===== config.mk =====
export PLATFORM = sky130hd
export DESIGN_NAME = gen_sequencer_flat
export DESIGN_NICKNAME = d
export VERILOG_FILES = /design/src/rtl/gen_sequencer_pkg.sv /design/src/rtl/gen_sequencer_if.sv /design/src/rtl/gen_sequencer_row_counter.sv /design/src/rtl/gen_sequencer.sv /design/src/flat_wrapper.sv
export SDC_FILE = /design/constraint.sdc
export NUM_CORES = 1
export LEC_CHECK = 0
export ABC_AREA = 1
export ABC_CLOCK_PERIOD_IN_PS = 5500
export CAP_MARGIN = 20
export CORE_ASPECT_RATIO = 0.7
export CORE_MARGIN = 4
export CORE_UTILIZATION = 50
export DETAILED_ROUTE_END_ITERATION = 8
export PLACE_DENSITY = 0.76
export RECOVER_POWER = 50
export SLEW_MARGIN = 0
export SYNTH_ARGS = -nofsm -noshare
export SYNTH_HDL_FRONTEND = slang
export SYNTH_SLANG_ARGS = --single-unit

===== constraint.sdc =====
create_clock -name ph1 -period 5.5 [get_ports ph1]
set_clock_uncertainty 0.2 [all_clocks]
set_input_delay 1.1 -clock ph1 [delete_from_list [all_inputs] [get_ports ph1]]
set_output_delay 1.1 -clock ph1 [all_outputs]
set_load 0.02 [all_outputs]

===== src/rtl/gen_sequencer_pkg.sv =====
// Shared constants, state encoding and helpers for the Game-of-Life generation sequencer.
package gol_pkg;

   localparam int ROWS   = 8;
   localparam int ADDR_W = 3;
   localparam int GEN_W  = 8;
   localparam int FPG_W  = 6;
   localparam int LIM_W  = 7;

   typedef enum logic [1:0] {
      IDLE    = 2'd0,
      COPY    = 2'd1,
      COMPUTE = 2'd2,
      DISPLAY = 2'd3
   } state_e;

   localparam logic WSRC_DEC  = 1'b0;
   localparam logic WSRC_LOAD = 1'b1;

   localparam logic [ADDR_W-1:0] LAST_ROW = 3'd7;

   // A programmed value of zero stands for the largest frame count.
   function automatic logic [LIM_W-1:0] fpg_limit(input logic [FPG_W-1:0] fpg);
      if (fpg == 6'd0) begin
         return 7'd64;
      end else begin
         return {1'b0, fpg};
      end
   endfunction

endpackage


===== src/rtl/gen_sequencer_if.sv =====
// Pattern-load handshake plus register-file / display control bundle.
interface gen_sequencer_if;
   import gol_pkg::*;

   logic              load_valid;
   logic [ADDR_W-1:0] load_addr;
   logic              load_ready;
   logic [ADDR_W-1:0] addr;
   logic              cur_we;
   logic              prev_we;
   logic              wsrc;
   logic              disp_en;

   modport master (
      input  load_valid, load_addr,
      output load_ready, addr, cur_we, prev_we, wsrc, disp_en
   );

   modport slave (
      output load_valid, load_addr,
      input  load_ready, addr, cur_we, prev_we, wsrc, disp_en
   );

endinterface


===== src/rtl/gen_sequencer_row_counter.sv =====
// Wrapping row counter shared by the scan, copy, compute and display phases.
module row_counter
   import gol_pkg::*;
(
   input  logic              clk,
   input  logic              rst_n,
   input  logic              clr,
   input  logic              en,
   output logic [ADDR_W-1:0] cnt,
   output logic              tc
);

   logic [ADDR_W-1:0] cnt_d;
   logic [ADDR_W-1:0] cnt_q;

   // Next row: clear has priority over advance.
   always_comb begin
      cnt_d = cnt_q;
      if (clr) begin
         cnt_d = {ADDR_W{1'b0}};
      end else if (en) begin
         cnt_d = cnt_q + 3'd1;
      end else begin
         cnt_d = cnt_q;
      end
   end

   // Row register.
   always_ff @(posedge clk or negedge rst_n) begin
      if (!rst_n) begin
         cnt_q <= {ADDR_W{1'b0}};
      end else begin
         cnt_q <= cnt_d;
      end
   end

   assign cnt = cnt_q;
   assign tc  = (cnt_q == LAST_ROW);

endmodule


===== src/rtl/gen_sequencer.sv =====
// Generation sequencer: scans/loads rows in IDLE, then copies, computes and displays one generation.
module gen_sequencer
   import gol_pkg::*;
(
   input  logic              ph1,
   input  logic              reset,
   input  logic              run,
   input  logic              step,
   input  logic [FPG_W-1:0]  frames_per_gen,
   gen_sequencer_if.master   bus,
   output logic [GEN_W-1:0]  gen_count,
   output logic              busy
);

   state_e             state_q, state_d;
   logic               active_q;
   logic               step_pend_q, step_pend_d;
   logic [LIM_W-1:0]   frame_cnt_q, frame_cnt_d;
   logic [LIM_W-1:0]   limit_q, limit_d;
   logic [GEN_W-1:0]   gen_q, gen_d;

   logic               row_clr_s;
   logic               row_en_s;
   logic               row_tc_s;
   logic [ADDR_W-1:0]  row_addr_s;

   logic [ADDR_W-1:0]  addr_s;
   logic               cur_we_s;
   logic               prev_we_s;
   logic               wsrc_s;
   logic               disp_en_s;
   logic               load_ready_s;
   logic               busy_s;

   row_counter u_row (
      .clk   (ph1),
      .rst_n (reset),
      .clr   (row_clr_s),
      .en    (row_en_s),
      .cnt   (row_addr_s),
      .tc    (row_tc_s)
   );

   // Next-state and output decode; nothing moves until the first edge after reset release.
   always_comb begin
      state_d      = state_q;
      step_pend_d  = step_pend_q;
      frame_cnt_d  = frame_cnt_q;
      limit_d      = limit_q;
      gen_d        = gen_q;
      row_clr_s    = 1'b0;
      row_en_s     = 1'b0;
      addr_s       = row_addr_s;
      cur_we_s     = 1'b0;
      prev_we_s    = 1'b0;
      wsrc_s       = WSRC_DEC;
      disp_en_s    = 1'b0;
      load_ready_s = 1'b0;
      busy_s       = 1'b0;
      if (!active_q) begin
         state_d = state_q;
      end else begin
         case (state_q)
            IDLE: begin
               load_ready_s = 1'b1;
               if (bus.load_valid) begin
                  addr_s      = bus.load_addr;
                  cur_we_s    = 1'b1;
                  wsrc_s      = WSRC_LOAD;
                  step_pend_d = step_pend_q | step;
               end else begin
                  disp_en_s = 1'b1;
                  if (run || step || step_pend_q) begin
                     state_d     = COPY;
                     row_clr_s   = 1'b1;
                     step_pend_d = 1'b0;
                  end else begin
                     row_en_s = 1'b1;
                  end
               end
            end
            COPY: begin
               busy_s    = 1'b1;
               prev_we_s = 1'b1;
               row_en_s  = 1'b1;
               if (row_tc_s) begin
                  state_d = COMPUTE;
               end else begin
                  state_d = COPY;
               end
            end
            COMPUTE: begin
               busy_s   = 1'b1;
               cur_we_s = 1'b1;
               row_en_s = 1'b1;
               if (row_tc_s) begin
                  state_d     = DISPLAY;
                  gen_d       = gen_q + 8'd1;
                  frame_cnt_d = 7'd0;
                  limit_d     = fpg_limit(frames_per_gen);
               end else begin
                  state_d = COMPUTE;
               end
            end
            DISPLAY: begin
               busy_s    = 1'b1;
               disp_en_s = 1'b1;
               row_en_s  = 1'b1;
               if (row_tc_s && (frame_cnt_q == limit_q - 7'd1)) begin
                  state_d = run ? COPY : IDLE;
               end else if (row_tc_s) begin
                  frame_cnt_d = frame_cnt_q + 7'd1;
               end else begin
                  state_d = DISPLAY;
               end
            end
            default: begin
               state_d   = IDLE;
               row_clr_s = 1'b1;
            end
         endcase
      end
   end

   // Sequencer state, counters and the post-reset enable.
   always_ff @(posedge ph1 or negedge reset) begin
      if (!reset) begin
         state_q     <= IDLE;
         active_q    <= 1'b0;
         step_pend_q <= 1'b0;
         frame_cnt_q <= 7'd0;
         limit_q     <= 7'd64;
         gen_q       <= 8'd0;
      end else begin
         state_q     <= state_d;
         active_q    <= 1'b1;
         step_pend_q <= step_pend_d;
         frame_cnt_q <= frame_cnt_d;
         limit_q     <= limit_d;
         gen_q       <= gen_d;
      end
   end

   assign bus.addr       = addr_s;
   assign bus.cur_we     = cur_we_s;
   assign bus.prev_we    = prev_we_s;
   assign bus.wsrc       = wsrc_s;
   assign bus.disp_en    = disp_en_s;
   assign bus.load_ready = load_ready_s;
   assign busy           = busy_s;
   assign gen_count      = gen_q;

endmodule


===== src/flat_wrapper.sv =====
// flat-port wrapper written by rule: the top's interface ports become plain ports
module gen_sequencer_flat import gol_pkg::*;
  (ph1, reset, run, step, frames_per_gen, gen_count, busy, bus_load_valid, bus_load_addr, bus_load_ready, bus_addr, bus_cur_we, bus_prev_we, bus_wsrc, bus_disp_en);
  gen_sequencer_if bus_i ();
  input  logic ph1;
  input  logic reset;
  input  logic run;
  input  logic step;
  input  logic [FPG_W-1:0] frames_per_gen;
  output logic [GEN_W-1:0] gen_count;
  output logic busy;
  input wire logic [$bits(bus_i.load_valid)-1:0] bus_load_valid;
  input wire logic [$bits(bus_i.load_addr)-1:0] bus_load_addr;
  output wire logic [$bits(bus_i.load_ready)-1:0] bus_load_ready;
  output wire logic [$bits(bus_i.addr)-1:0] bus_addr;
  output wire logic [$bits(bus_i.cur_we)-1:0] bus_cur_we;
  output wire logic [$bits(bus_i.prev_we)-1:0] bus_prev_we;
  output wire logic [$bits(bus_i.wsrc)-1:0] bus_wsrc;
  output wire logic [$bits(bus_i.disp_en)-1:0] bus_disp_en;
  assign bus_i.load_valid = bus_load_valid;
  assign bus_i.load_addr = bus_load_addr;
  assign bus_load_ready = bus_i.load_ready;
  assign bus_addr = bus_i.addr;
  assign bus_cur_we = bus_i.cur_we;
  assign bus_prev_we = bus_i.prev_we;
  assign bus_wsrc = bus_i.wsrc;
  assign bus_disp_en = bus_i.disp_en;
  gen_sequencer u_core (.ph1(ph1), .reset(reset), .run(run), .step(step), .frames_per_gen(frames_per_gen), .bus(bus_i), .gen_count(gen_count), .busy(busy));
endmodule

# After elaboration in Yosys (flattened, before gate mapping)
# Cells that the tools add are included.
dict set report word_totals {
  register_bits 29
  out_inout_bits 17
  wordCells 78
}
dict set report classes {
  addsub 4
  n_eq_ne 11
  n_mux 42
  bitwise 1
  reduce_logical 13
}
# operator n
set ops {}
lappend ops {{2-to-1 mux 7 bit} 4}
lappend ops {{2-to-1 mux 1 bit} 23}
lappend ops {{2-to-1 mux 3 bit} 5}
lappend ops {{one-hot mux 7 bit (2 select lines)} 1}
lappend ops {{2-to-1 mux 2 bit} 5}
lappend ops {{adder 8 x 1 -> 8 bit, second input constant} 1}
lappend ops {{one-hot mux 2 bit (4 select lines)} 1}
lappend ops {{adder 7 x 1 -> 7 bit, second input constant} 1}
lappend ops {{== test 7 bit} 1}
lappend ops {{subtractor 7 x 1 -> 7 bit, second input constant} 1}
lappend ops {{logical NOT 6 bit} 1}
lappend ops {{inequality test 2 x 1 -> 1 bit, second input constant} 3}
lappend ops {{one-hot mux 1 bit (2 select lines)} 3}
lappend ops {{AND reduction 3 bit} 2}
lappend ops {{nonzero test 2 bit} 3}
lappend ops {{AND reduction 5 bit} 1}
lappend ops {{== test 2 bit, second input constant} 2}
lappend ops {{inequality test 2 bit, second input constant} 2}
lappend ops {{AND reduction 4 bit} 1}
lappend ops {{adder 3 x 1 -> 3 bit, second input constant} 1}
lappend ops {{== test 3 bit, second input constant} 1}
lappend ops {{inequality test 3 bit, second input constant} 1}
lappend ops {{OR reduction 3 bit} 1}
lappend ops {{== test 2 x 1 -> 1 bit, second input constant} 1}
lappend ops {{4 further kinds} 5}

# Longest topological paths before layout
dict set report depth {
  depth_word 8
  mapped_depth 15
}

# Hierarchy
# A second synthesis with hierarchy kept.
dict set report unflattened {
  cells_unflattened 244
  hier_area_um2 1846.8
}
# mod n_inst cells_each area_each_um2 seq_area_each_um2
set modules_own_cells {}
lappend modules_own_cells {gen_sequencer 1 227 1695.4 651.9}
lappend modules_own_cells {row_counter 1 17 151.4 75.1}

# Worst setup path before layout
# OpenSTA, ideal clock, no wires.
dict set report synth_path {
  kind {input to output}
  startpoint {in bus_load_valid}
  endpoint {out bus_addr[0]}
  arrival_ns 2.016
  t_required_ns 4.200
  path_slack_ns 2.184
  cell_stages 3
  path_buffers 0
  path_cell_list {inv_1 > nor2_1 > mux2_2}
}
dict set report synth_between {
  elab_chain_len 3
}
# element line_no
set synth_rtl {}
lappend synth_rtl {{start, declared} flat_wrapper.sv:12} ;# input wire logic [$bits(bus_i.load_valid)-1:0] bus_load_valid;
lappend synth_rtl {{2-to-1 mux 3 bit} gen_sequencer.sv:66} ;# if (bus.load_valid) begin
lappend synth_rtl {{2-to-1 mux 3 bit} gen_sequencer.sv:63} ;# case (state_q)
lappend synth_rtl {{2-to-1 mux 3 bit} gen_sequencer.sv:60} ;# if (!active_q) begin
lappend synth_rtl {{end, declared} flat_wrapper.sv:15} ;# output wire logic [$bits(bus_i.addr)-1:0] bus_addr;
# Every way passes these cells.

# Worst setup path after layout
# Ends and elaborated chain as after synthesis.

==> summary.txt <==
Status
  • Outcome: finished with violations
  • Failing checks: capacitance limit, slew limit

Pwr
  • Static Leak: 1.04 nW
  • VDD IR max: 0.283 mV
  • Power Density: 331 nW/um^2

Critical path
  • Worst setup SP type: input pin
  • CP peak stage delay: 570 ps
  • Critical path's slowest cell: dlygate4sd3_1
  • Ordered cell list for the critical path: dlygate4sd3_1 > inv_1 > nor2_1 > mux2_2 > clkdlybuf4s50_1
  • Crit path arrival time: 2920 ps
  • Critical path class: in -> out
  • CP endpoint kind: primary output
  • Worst-path maximum fanout: 6
  • CP required: 4200 ps

Synthesis
  • Count leader, synth: nand2_1
  • Distinct cells, synth: 32
  • FFs w/ async S/R, synth: 1.00
  • Top cells by count, synth: nand2_1, inv_1, dfrtp_1, nor2_1, o21ai_0
  • Post-Syn Area: 1780 um^2
  • Ys Warns: 0
  • Dominant cell type by area after synthesis: dfrtp_1
  • Cells after synthesis: 233
  • Post-synthesis register bit count: 29
  • Avg Inst Size Synth: 7.63 um^2
  • EDFF count, synth: 0
  • Area contributors post-synth: dfrtp_1, nand2_1, ha_1, inv_1, nor2_1
  • Sequential area share after synthesis: 0.409
  • Share of the synthesized area in the top cell type: 0.394
  • Synth Net Count: 256
  • Top_reg_cell synth: dfrtp_1

Detailed routing
  • Wire per inst: 11.7 um
  • Drt total wl: 3720 um
  • Pre-antenna DRT Iters: 4
  • Initial DRC Count: 61
  • ANT nets after route: 0
  • Vias per cell: 4.82
  • Vias: 1527
  • DRC: 0

Clocking
  • Post CTS Setup Buffer Count: 0
  • Clock root buffer: clkbuf_8
  • CTS Buffer Depth: 2
  • Total CTS buffers: 5
  • Post-CTS Hold Fix Bufs: 0
  • H-tree levels: 2
  • Clock sinks: 29
  • Post-cts sizing count: 0
  • Clk slew on worst S/H paths: 60 ps
  • CTS tree: built
  • Clock Latency Late Sink: 280 ps

STA
  • Final setup TNS: 0 ps
  • Final Critical Period: 4220 ps
  • Final setup fails: 0
  • Max Slew Vio Count: 30
  • Worst-Margin Slew: 1540 ps
  • Tcrit/Tclk final: 0.766
  • Fmax: 0.237 GHz
  • RSZ-0062 raised after global routing: no
  • Hold Violations, Final: 0
  • Relative slew slack: -0.0256

Finish
  • # fillers: 285
  • Layout area overhead: 26.3%
  • Layout cells sized above 1: 0.100
  • # diodes: 0
  • Layout net count: 292
  • Post-layout util: 0.685

Global routing
  • First-pass GRT wire length: 6540 um
  • Pin count of the biggest net entering global routing: 30
  • Antenna violations before repair: 0
  • Vias in the first global route: 1499
  • Tot GR Track Use: 0.182
  • Congestion Overflow GR: 0

Min path
  • Hold WC Path Type: reg -> reg

Floorplan
  • Initial core utilization: 0.542
  • Die area: 4590 um^2
  • Die W: 79.3 um
  • Core Region: 3280 um^2
  • Rows: 17
  • Die height: 57.9 um
  • # IOs: 31

Place
  • PortBufs: 30
  • Routability cong.: 0.798
  • DP HPWL: 2810 um

Job
  • Max Cap Viol: 1
-- cells in the final DEF (no fill, tap or decap), types with 3 or more instances in the layout --
cell type and n:
o21ai_2 3, inv_1 29, xnor2_1 5, ha_1 9, nand3_1 9, xor2_1 7
dfrtp_1 28, nand3_2 3, clkdlybuf4s50_1 28, o21ai_0 16, clkbuf_8 6, nand2_1 68
inv_2 3, a21oi_1 4, nor2_2 3, nand4_1 4, nor2_1 25
-- worst max-delay path, delay by kind of cell --
family                 cells  cell delay, ps
buffers and inverters      3            1150
and+or+nand+nor            1             280
muxes                      1             370
-- final cells by class --
type                            instances  area (um^2)  area share
Clock buffer                            6         82.6      0.0368
Clock inverter                          2         37.5      0.0167
Inverter                               34          131      0.0586
Multi-Input combinational cell        168          902       0.402
Sequential cell                        29          727       0.324
Tap cell                               47         58.8      0.0262
Timing Repair Buffer                   31          304       0.136
-- layer usage --
layer | track usage | wire (um) | vias to the layer above
li1 | - | - | 803
met3 | 0.0575 | 122 | 5
met1 | 0.244 | 1900 | 698
met5 | 0 | 0 | -
met4 | 0.0441 | 37 | 0
met2 | 0.288 | 1660 | 21
-- flip-flops by register name (all words and copies together) (netlist names) --
signal and flops:
u_core.gen_count 8, u_core.frame_cnt_q 7, u_core.limit_q 7, u_core.u_row.cnt 3
u_core.state_q 2, u_core.active_q 1, u_core.step_pend_q 1
-- power breakdown --
| group | total, W | switching (W) | internal [W] |
|---|---|---|---|
| Combinational | 0.000241 | 0.000137 | 0.000104 |
| Sequential | 0.000267 | 0.0000247 | 0.000242 |
| Clock | 0.000234 | 0.0000869 | 0.000147 |
| Total | 0.000742 | 0.000249 | 0.000493 |
-- cells by family after synthesis --
family / synth area share
and+or+nand+nor: 0.288
other: 0.00211
adders and majority gates: 0.0634
buffers and inverters: 0.0789
AOI/OAI and AO/OA: 0.0930
xor gates and xnor gates: 0.0592
DFF: 0.409
muxes: 0.00634
-- metrics by stage --
step	cells	total power (W)	instance area (um^2)	setup slack (ps)	hold slack (ps)
after floorplan	233	0.000420	1780	2180	281
after global placement	309	0.000508	2130	1370	261
after detailed placement	309	0.000513	2130	1350	269
after CTS	317	0.000749	2250	1350	280
after global routing	317	0.000789	2240	1180	295
final	317	0.000742	2240	1280	272
-- worst paths after layout --
path | cells after the start | to | slack (ps) | start
worst max-delay path | 5 | bus_addr[0] | 1280 | bus_load_valid
min in group asynchronous | 2 | u_core.u_row.cnt[2] | 1520 | reset
worst min-delay path | 1 | u_core.gen_count[7] | 270 | u_core.gen_count[7]
worst max register to register | 8 | u_core.gen_count[7] | 2800 | u_core.u_row.cnt[0]
worst min register to register | 1 | u_core.gen_count[7] | 270 | u_core.gen_count[7]
max in group asynchronous | 2 | u_core.gen_count[2] | 2680 | reset
Power figures use the tool's default switching activity.
